===== src/rtl/pipe_pkg.sv =====
// pipe_pkg: shared pipeline constants for the hazard scoreboard and its operand matchers
package pipe_pkg;
   localparam int STG_EX = 0;
   localparam int STG_MEM = 1;
   localparam int STG_WB = 2;
   localparam int STAGES_DEF = STG_WB + 1;
   localparam int DATA_W_DEF = 32;
   localparam int REG_AW_DEF = 5;
   localparam int LOAD_READY_DEF = STG_MEM;
   // width of an entry's ready_at field; covers pipelines up to 16 tracked stages
   localparam int READY_W = 4;
endpackage


===== src/rtl/hazard_fwd_match.sv =====
// hazard_fwd_match: youngest-match forward mux for one ID operand, returning data, hit and blocked
module hazard_fwd_match
   import pipe_pkg::*;
#(
   parameter int STAGES = STAGES_DEF,
   parameter int DATA_W = DATA_W_DEF,
   parameter int REG_AW = REG_AW_DEF
) (
   input  logic                      used,
   input  logic [REG_AW-1:0]         src,
   input  logic [STAGES-1:0]         entValid,
   input  logic [STAGES*REG_AW-1:0]  entAddr,
   input  logic [STAGES*READY_W-1:0] entReady,
   input  logic [STAGES*DATA_W-1:0]  stgData,
   input  logic [DATA_W-1:0]         rfData,
   output logic [DATA_W-1:0]         data,
   output logic                      hit,
   output logic                      blocked
);
   // scan oldest to youngest so the youngest match is the one left standing
   always_comb begin
      data = rfData;
      hit = 1'b0;
      blocked = 1'b0;
      for (int i = STAGES - 1; i >= 0; i--) begin
         if (used && entValid[i] && entAddr[i*REG_AW +: REG_AW] == src) begin
            hit = i >= int'(entReady[i*READY_W +: READY_W]);
            blocked = !hit;
            data = hit ? stgData[i*DATA_W +: DATA_W] : rfData;
         end
      end
   end
endmodule


===== src/rtl/hazard_scoreboard.sv =====
// hazard_scoreboard: in-flight write scoreboard with operand forwarding and not-ready stall.
// Define HAZARD_STATS_EN to add the stall_cnt/fwd_cnt event counters.
module hazard_scoreboard
   import pipe_pkg::*;
#(
   parameter int STAGES = STAGES_DEF,
   parameter int DATA_W = DATA_W_DEF,
   parameter int REG_AW = REG_AW_DEF,
   parameter int LOAD_READY = LOAD_READY_DEF
) (
   input  logic                     clk,
   input  logic                     rst,
   input  logic                     cpu_en,
   input  logic                     id_valid,
   input  logic [REG_AW-1:0]        id_rs_addr,
   input  logic [REG_AW-1:0]        id_rt_addr,
   input  logic                     id_rs_used,
   input  logic                     id_rt_used,
   input  logic                     id_wr_en,
   input  logic [REG_AW-1:0]        id_wr_addr,
   input  logic                     id_is_load,
   input  logic                     flush,
   input  logic [STAGES*DATA_W-1:0] stg_data,
   input  logic [DATA_W-1:0]        rf_rs_data,
   input  logic [DATA_W-1:0]        rf_rt_data,
   output logic [DATA_W-1:0]        rs_data,
   output logic [DATA_W-1:0]        rt_data,
   output logic                     rs_fwd_hit,
   output logic                     rt_fwd_hit,
   output logic                     stall
`ifdef HAZARD_STATS_EN
   ,
   output logic [31:0]              stall_cnt,
   output logic [31:0]              fwd_cnt
`endif
);
   logic [STAGES-1:0] entValid;
   logic [STAGES*REG_AW-1:0] entAddr;
   logic [STAGES*READY_W-1:0] entReady;
   logic rsBlocked, rtBlocked, newValid;
   logic [READY_W-1:0] newReady;

   hazard_fwd_match #(.STAGES(STAGES), .DATA_W(DATA_W), .REG_AW(REG_AW)) rsMatch (
      .used(id_rs_used), .src(id_rs_addr), .entValid(entValid), .entAddr(entAddr),
      .entReady(entReady), .stgData(stg_data), .rfData(rf_rs_data),
      .data(rs_data), .hit(rs_fwd_hit), .blocked(rsBlocked)
   );

   hazard_fwd_match #(.STAGES(STAGES), .DATA_W(DATA_W), .REG_AW(REG_AW)) rtMatch (
      .used(id_rt_used), .src(id_rt_addr), .entValid(entValid), .entAddr(entAddr),
      .entReady(entReady), .stgData(stg_data), .rfData(rf_rt_data),
      .data(rt_data), .hit(rt_fwd_hit), .blocked(rtBlocked)
   );

   // flush outranks stall: a squashed instruction must not hold the front end
   assign stall = id_valid && !flush && (rsBlocked || rtBlocked);
   assign newValid = id_valid && !flush && !stall && id_wr_en && id_wr_addr != '0;
   assign newReady = id_is_load ? READY_W'(LOAD_READY) : READY_W'(STG_EX);

   always_ff @(posedge clk or posedge rst) begin
      if (rst) begin
         entValid <= '0;
         entAddr <= '0;
         entReady <= '0;
      end else if (cpu_en) begin
         entValid <= {entValid[STAGES-2:STG_EX], newValid};
         entAddr <= {entAddr[(STAGES-1)*REG_AW-1:0], id_wr_addr};
         entReady <= {entReady[(STAGES-1)*READY_W-1:0], newReady};
      end
   end

`ifdef HAZARD_STATS_EN
   always_ff @(posedge clk or posedge rst) begin
      if (rst) begin
         stall_cnt <= '0;
         fwd_cnt <= '0;
      end else if (cpu_en) begin
         stall_cnt <= stall_cnt + 32'(stall);
         fwd_cnt <= fwd_cnt + 32'(rs_fwd_hit || rt_fwd_hit);
      end
   end
`endif
endmodule


===== config.mk =====
export PLATFORM = sky130hd
export DESIGN_NAME = hazard_scoreboard
export DESIGN_NICKNAME = d
export VERILOG_FILES = /design/src/rtl/pipe_pkg.sv /design/src/rtl/hazard_fwd_match.sv /design/src/rtl/hazard_scoreboard.sv
export SDC_FILE = /design/constraint.sdc
export NUM_CORES = 1
export LEC_CHECK = 0
export CAP_MARGIN = 10
export CORE_MARGIN = 3
export CORE_UTILIZATION = 35
export DETAILED_ROUTE_END_ITERATION = 8
export GPL_ROUTABILITY_DRIVEN = 0
export HOLD_SLACK_MARGIN = 0.15
export PLACE_DENSITY = 0.72
export SLEW_MARGIN = 20
export SYNTH_ARGS = -nofsm -noshare
export SYNTH_HDL_FRONTEND = slang
export SYNTH_HIERARCHICAL = 1
export SYNTH_SLANG_ARGS = --single-unit
export TNS_END_PERCENT = 1

===== constraint.sdc =====
create_clock -name clk -period 6.5 [get_ports clk]
set_input_delay 1.625 -clock clk [delete_from_list [all_inputs] [get_ports clk]]
set_output_delay 1.625 -clock clk [all_outputs]
set_load 0.01 [all_outputs]

* After elaboration in Yosys (flattened, before gate mapping) *
Cells that the tools add are included.

operators by class
  magnitude comparators = 3
  reduce and logical (&&, ||, !) cells = 24
  multiplexer cells = 25
  eq/ne operators = 6

operators by type and width
  operator                                            number
  two-way mux 32 bit                                  12
  equality test 5 bit                                 6
  logical AND 1 bit                                   17
  two-way mux 1 bit                                   13
  >= comparator 1 x 4 -> 1 bit, first input constant  2
  zero test 1 bit                                     5
  nonzero test 5 bit                                  1
  >= comparator 2 x 4 -> 1 bit, first input constant  1
  logical OR 1 bit                                    1

word-level totals
  output and inout port bits = 67
  bits in registers = 30
  logic and storage cells = 61
  bits of input ports = 184

* Logic depth before layout (Yosys ltp) *
Gate-level depths: netlist of run 1.

  depth after elaboration = 11
  mapped depth = 11
  depth with buffers taken out = 8

* By module *
The synthesis of run 1 kept the hierarchy.

modules (own cells, without submodules)
  module             cells an instance  sequential area each (um2)  instances  area each (um2)
  hazard_fwd_match   306                0.0                         2          2578.7
  hazard_scoreboard  52                 525.5                       1          822.0

* Worst setup path before layout of run 1 *
Ideal clock, no wire load.

  path kind = in2out
  start point = input port id_rt_addr[4]
  end point = output port stall
  path slack = 1.662 ns
  arrival = 3.213 ns
  path buffers = 2
  stages on the path = 9
  required time = 4.875 ns
  cells stage by stage = xor2_1 nor4_4 and2_4 buf_6 clkbuf_8 a311oi_1 a21oi_1 nor2_1 nor3b_1

on the way
  longest elaborated chain between the ends = 7
  elaborated cells on any way between the ends = 11
  classes of those cells = 3 x eq/ne; 3 x mux; 5 x reduce/logical

ends and longest elaborated chain
  element                         line                     RTL
  start: declaration              hazard_scoreboard.sv:16  input logic [REG_AW-1:0] id_rt_addr,
  equality test 5 bit             hazard_fwd_match.sv:26   if (used && entValid[i] && entAddr[i*REG_AW +: REG_AW] == src) begin
  logical AND 1 bit               hazard_fwd_match.sv:26
  two-way mux 1 bit (2 in a row)  hazard_fwd_match.sv:26
  two-way mux 1 bit (*)           hazard_fwd_match.sv:26
  via rtBlocked                   hazard_scoreboard.sv:40  logic rsBlocked, rtBlocked, newValid;
  logical OR 1 bit (*)            hazard_scoreboard.sv:56  assign stall = id_valid && !flush && (rsBlocked || rtBlocked);
  logical AND 1 bit (*)           hazard_scoreboard.sv:56
  end: declaration                hazard_scoreboard.sv:30  output logic stall

Mark *: on every way through the listed nets, which the timed path passes. The rest lies on a longest branch.

* Final worst setup path of run 1 *
  start point = input port id_rt_addr[2]
  end point = output port rt_data[0]

on the way
  longest elaborated chain between the ends = 5
  elaborated cells on any way between the ends = 9
  classes of those cells = 3 x eq/ne; 3 x mux; 3 x reduce/logical

ends and longest elaborated chain
  element                          line                     RTL
  equality test 5 bit              hazard_fwd_match.sv:26
  logical AND 1 bit                hazard_fwd_match.sv:26
  two-way mux 32 bit (2 in a row)  hazard_fwd_match.sv:26
  two-way mux 32 bit (*)           hazard_fwd_match.sv:26
  end: declaration                 hazard_scoreboard.sv:27  output logic [DATA_W-1:0] rt_data,

Every way passes the cells marked *; elsewhere a longest branch is shown, timed or not.

==> out/qor.csv, run 1 <==
metric,value,unit
worst path required time,4.88,ns
via/cell ratio,6.114,
Gate power share,0.619,
Total GRT Usage,0.2548,
fin crit share,0.9416,
met3 usage,0.04412,
internal power,0.4604,mW
gr ovfl total,0,
final-report max-slew violation count,0,
Clock Power Share,0.163,
Final min period,6.120,ns
Final #Nets,1066,
Clock Sinks,21,
initial antenna violation count,0,
Hold EP,entReady[4],
Syn Std Cell Area,5979,µm²
Hold Crit Start,entReady[4],
via count,6732,
post-cts resize count,0,
Least-Margin Pin Slew,0.9496,ns
Hold Buf Count CTS,0,
Slew Limit Headroom,0.3650,
RSZ-0062 raised after global routing,no,
Avg Inst Size Synth,9.005,µm²
detail-routed net length per standard cell,22.71,µm
pre-CTS setup slack,0.3832,ns
Die Y,136.7,µm
Power per Cell Area,97.28,nW/µm²
count of different cell masters after synthesis,45,
fill count,1631,
core area,16640,µm²
met2 Use GR,0.4357,
Post-CTS Setup Inserts,0,
buffers added on ports,250,
H-tree levels,1,
DRT Pass-1 Iters,5,
Post-synth EDFFs,0,
Die Wd,136.7,µm
Peak supply drop,166.0,µV
busiest grt layer,met2,
pin count of the biggest net entering global routing,35,
initial DRC count,704,
I/O pin count,251,
DPL Wire Length,17550,µm
P&R area growth vs syn,35.53,%
Net Switching,0.3280,mW
Hold Crit Class,reg2reg,
Critical Path Fanout Max,19,
first-pass GRT wire length,38380,µm
CTS root buffer,clkbuf_16,
Setup Crit Path Kind,in2out,
DRC,0,
worst reg2reg path depth,7,
clock insertion delay at the later pin of the skew report,0.25,ns
total CTS buffers,3,
full die area,18690,µm²
share of cells above drive strength 1,0.1805,
Synth async-reset ratio,1.000,
remaining antenna violation count,0,
setup tns final,0,ns
share of power burned in registers,0.217,
row cnt,47,
total wire length,25000,µm
Syn Inst Count,664,
vias in the first global route,6858,
maxcap violations,0,
Final Skew,0.005228,ns
reg2reg setup slack,4.44,ns
"Worst Setup Slack, final",0.3797,ns
crit path launch type,input pin,
n_diodes,0,
"Arr. time, crit path",4.50,ns
"Reg clk slew, reported paths",0.06,ns
sequential area share after synthesis,0.08788,
Synthesis Warnings,6,
Final Hold Viols,0,
Peak Freq,0.1634,GHz
Max clock buf depth,2,
met1 Use GR,0.3358,
ys flop type,dfrtp_1,
Worst Hold Depth,1,
Yosys reg bits,21,
Starting Density,0.3593,
final setup vio count,0,
status,finished clean,
switch share,0.4160,
Pleak,2.607,nW
crit end category,output port,
worst r2r src,entAddr[4],
reg-to-reg endpoint,entValid[0],
CTS tree,done,
worst max-delay path, stage by stage:
cell and delay, ns:
clkdlybuf4s50_1 0.51, xor2_1 0.24, or4_2 0.69, buf_4 0.28, nor4_1 0.30, o32ai_1 0.13, a21boi_0 0.17, clkdlybuf4s50_1 0.52
power by group through the flow:
stage / clock network [mW] / logic (mW) / registers, mW
after global routing: 0.137 / 0.518 / 0.175
final: 0.129 / 0.488 / 0.171
after floorplan: 0 / 0.284 / 0.168
after global placement: 0 / 0.472 / 0.173
after detailed placement: 0 / 0.476 / 0.173
after CTS: 0.130 / 0.479 / 0.172
placed cells by master (no fill, tap or decap), types with 3 or more instances in the layout:
| cell | count |
|---|---|
| nor4_1 | 4 |
| clkbuf_16 | 3 |
| o32ai_1 | 64 |
| a21boi_0 | 4 |
| a2111oi_0 | 66 |
| or4_2 | 4 |
| xnor2_1 | 14 |
| mux2_2 | 18 |
| o211ai_1 | 64 |
| inv_1 | 66 |
| nor2_1 | 65 |
| buf_4 | 31 |
| nor4_4 | 4 |
| a21boi_1 | 38 |
| a211oi_1 | 4 |
| conb_1 | 24 |
| dfrtp_1 | 21 |
| clkdlybuf4s50_1 | 250 |
| nor4_2 | 62 |
| xor2_1 | 16 |
| a21boi_2 | 22 |
per-layer routing:
layer,share of wire,wire length [µm]
met1,0.40,10030
met2,0.48,12100
met5,0,0
met3,0.094,2347
met4,0.021,526
cells in the mapped netlist, types with 6 or more instances:
cell / number / area (µm²)
nor2_1: 65 / 244.0
clkbuf_1: 16 / 60.06
xnor2_1: 14 / 122.6
a2111oi_0: 66 / 578.1
a21boi_1: 38 / 285.3
inv_1: 66 / 247.7
buf_6: 14 / 157.7
xor2_1: 16 / 140.1
buf_2: 6 / 30.03
dfrtp_1: 21 / 525.5
clkbuf_2: 6 / 30.03
bufbuf_16: 8 / 260.3
a21boi_2: 22 / 247.7
clkbuf_8: 32 / 440.4
nor4_1: 6 / 37.54
nor4_2: 60 / 750.7
mux2_2: 18 / 202.7
o32ai_1: 64 / 560.5
o211ai_1: 64 / 480.5
cell families (layout without fill, tap and decap cells):
family / count (synthesis) / count (layout) / synth area share
buffers and inverters: 158 / 352 / 0.2268
multiplexers: 20 / 20 / 0.03766
AO/OA/AOI/OAI: 270 / 270 / 0.3804
other: 1 / 24 / 0.0006271
AND/OR/NAND/NOR: 164 / 164 / 0.2226
XOR/XNOR: 30 / 30 / 0.04394
flip-flops: 21 / 21 / 0.08788
worst max path at each step:
stage                       end  cells after the start           from
floorplan                 stall                      9  id_rt_addr[4]
global placement     rt_data[1]                      8  id_rt_addr[0]
detailed placement   rs_data[6]                      8     id_rs_used
CTS                  rt_data[0]                      8  id_rt_addr[2]
global route        rs_data[19]                      8     id_rs_used
finish               rt_data[0]                      8  id_rt_addr[2]
flip-flops by register name (all words and copies together), names as in the netlist:
signal / cells
entReady: 3
entAddr: 15
entValid: 3
final cells by class:
| type | instances | area (µm²) | area share |
|---|---|---|---|
| repair buffers | 282 | 2755 | 0.3400 |
| flip-flops and latches | 21 | 525.5 | 0.06484 |
| multi-input cells | 508 | 4222 | 0.5209 |
| clock buffers | 4 | 78.83 | 0.009727 |
| inverters | 66 | 247.7 | 0.03057 |
| well taps | 220 | 275.3 | 0.03397 |
metrics by stage:
stage,total power [mW],hold WS (ns),util,cell area [µm²],std cells
5_1_grt,0.8293,0.5220,0.4870,8104,1101
3_5_place_dp,0.6494,0.4936,0.4822,8025,1097
4_1_cts,0.7805,0.5091,0.4870,8104,1101
2_1_floorplan,0.4520,0.4750,-,6066,687
6_report,0.7884,0.5142,0.4870,8104,1101
3_3_place_gp,0.6451,0.4814,0.4822,8025,1097
Power figures use the tool's default switching activity.
==> run 2: changes to the inputs <==
--- a/config.mk
+++ b/config.mk
@@ -6,7 +6,6 @@
 export NUM_CORES = 1
 export LEC_CHECK = 0
 export CAP_MARGIN = 10
-export CORE_MARGIN = 3
 export CORE_UTILIZATION = 35
 export DETAILED_ROUTE_END_ITERATION = 8
 export GPL_ROUTABILITY_DRIVEN = 0
==> constraint.sdc (replaced) <==
create_clock -name clk -period 6.5 [get_ports clk]
set_input_delay 1.625 -clock clk [delete_from_list [all_inputs] [get_ports clk]]
set_output_delay 1.625 -clock clk [all_outputs]
set_load 0.005 [all_outputs]
==> out/qor.csv, run 2 (synthesis gave the netlist of run 1 again) <==
metric,value,unit
I/O pin count,251,
worst path required time,4.88,ns
initial antenna violation count,0,
Starting Density,0.3593,
Max clock buf depth,2,
area occupied by multi-input gates,4219,µm²
vias in the first global route,6694,
Final Skew,0.003332,ns
clock insertion delay at the later pin of the skew report,0.25,ns
Biggest register,entAddr,
Total GRT Usage,0.2571,
first-pass GRT wire length,36820,µm
register area,525.5,µm²
status,finished clean,
DPL Wire Length,16240,µm
share of cells above drive strength 1,0.1745,
max reg flops,15,
n_diodes,0,
Final min period,6.186,ns
"commonest cells after routing, fill and taps aside","clkdlybuf4s50_1, inv_1, a2111oi_0, nor2_1",
"Reg clk slew, reported paths",0.06,ns
Largest regs,"entAddr: 15 flops, entReady: 3 flops, entValid: 3 flops",
Power per Cell Area,95.74,nW/µm²
pin count of the biggest net entering global routing,36,
final-report max-slew violation count,0,
Die Y,132.7,µm
CTS root buffer,clkbuf_16,
Peak supply drop,108.8,µV
core area,16640,µm²
DRT Pass-1 Iters,5,
fill count,1633,
Final Hold Viols,0,
Slew Limit Headroom,0.3517,
Hold Crit Class,reg2reg,
CTS tree,done,
Die Wd,132.7,µm
total wire length,23470,µm
Post-CTS Setup Inserts,0,
maxcap violations,0,
via count,6718,
full die area,17610,µm²
Critical Path Source,id_rs_used,
Clock Power Share,0.166,
H-tree levels,1,
via/cell ratio,6.124,
Clock Sinks,21,
Non-Filler Instances,1097,
initial DRC count,672,
final setup vio count,0,
Setup Crit Path Kind,in2out,
Pleak,2.578,nW
Hold Crit Start,entReady[4],
internal power,0.4543,mW
share of power burned in registers,0.223,
placed cell count,1093,
remaining antenna violation count,0,
gr ovfl total,0,
Peak Freq,0.1617,GHz
worst r2r src,entAddr[4],
fin crit share,0.9517,
Gate power share,0.610,
DRC,0,
Critical Path Fanout Max,20,
Final #Nets,1062,
post-cts resize count,0,
crit end category,output port,
detail-routed net length per standard cell,21.39,µm
P&R area growth vs syn,34.78,%
"most common cell after layout, fill and taps aside",clkdlybuf4s50_1,
Net Switching,0.3172,mW
row cnt,47,
switch share,0.4112,
buffers added on ports,250,
Least-Margin Pin Slew,0.9695,ns
setup tns final,0,ns
Hold Buf Count CTS,0,
total CTS buffers,3,
"Arr. time, crit path",4.56,ns
crit path launch type,input pin,
RSZ-0062 raised after global routing,no,
[run 2: cell types whose count changed in the layout (fill, tap and decap cells not counted)]
cell / delta
or4_2: -2
buf_4: -3
buf_12: -1
or4_1: +2
[run 2: cell type report]
cell class,instances,share of cell area
well taps,220,0.03416
repair buffers,278,0.3366
inverters,66,0.03074
clock buffers,4,0.009781
multi-input cells,508,0.5235
flip-flops and latches,21,0.06521
[run 2: layer usage]
metal	global-route usage	routed length [µm]
met1	0.3350	9773
met2	0.4409	11250
met3	0.04253	2141
met4	0.05875	308
met5	0	0
[run 2: critical path, cell delays in order]
cell and delay [ns]:
clkdlybuf4s50_1 0.55, nand2_1 0.13, nor4_4 0.31, a211oi_1 0.15
nor3_4 0.80, buf_4 0.42, a21boi_1 0.11, clkdlybuf4s50_1 0.45
[run 2: worst paths after layout]
kind / end / cells after the start / slack, ns
worst min register to register: entReady[4] / 1 / 0.51
worst max-delay path: rs_data[20] / 8 / 0.31
max in group asynchronous: entAddr[4] / 2 / 4.19
worst min-delay path: entReady[4] / 1 / 0.51
min in group asynchronous: entAddr[0] / 2 / 1.82
worst max register to register: entValid[0] / 8 / 4.22
[run 2: power groups by stage]
stage | Combinational (mW) | Clock, mW | Sequential [mW]
6_report | 0.471 | 0.128 | 0.172
5_1_grt | 0.496 | 0.135 | 0.175
4_1_cts | 0.461 | 0.130 | 0.172
3_5_place_dp | 0.457 | 0 | 0.175
3_3_place_gp | 0.453 | 0 | 0.174
2_1_floorplan | 0.275 | 0 | 0.168
[run 2: per-stage QoR]
step                hold WS [ns]  utilization  cell area (µm²)  total power [mW]  worst slack, ns
global placement          0.4885       0.4795             7980            0.6270           0.3882
floorplan                 0.4750            -             6066            0.4430            1.770
global route              0.5278       0.4842             8059            0.8058          0.09814
finish                    0.5133       0.4842             8059            0.7715           0.3142
CTS                       0.5151       0.4842             8059            0.7627           0.3141
detailed placement        0.5025       0.4795             7980            0.6320           0.3177
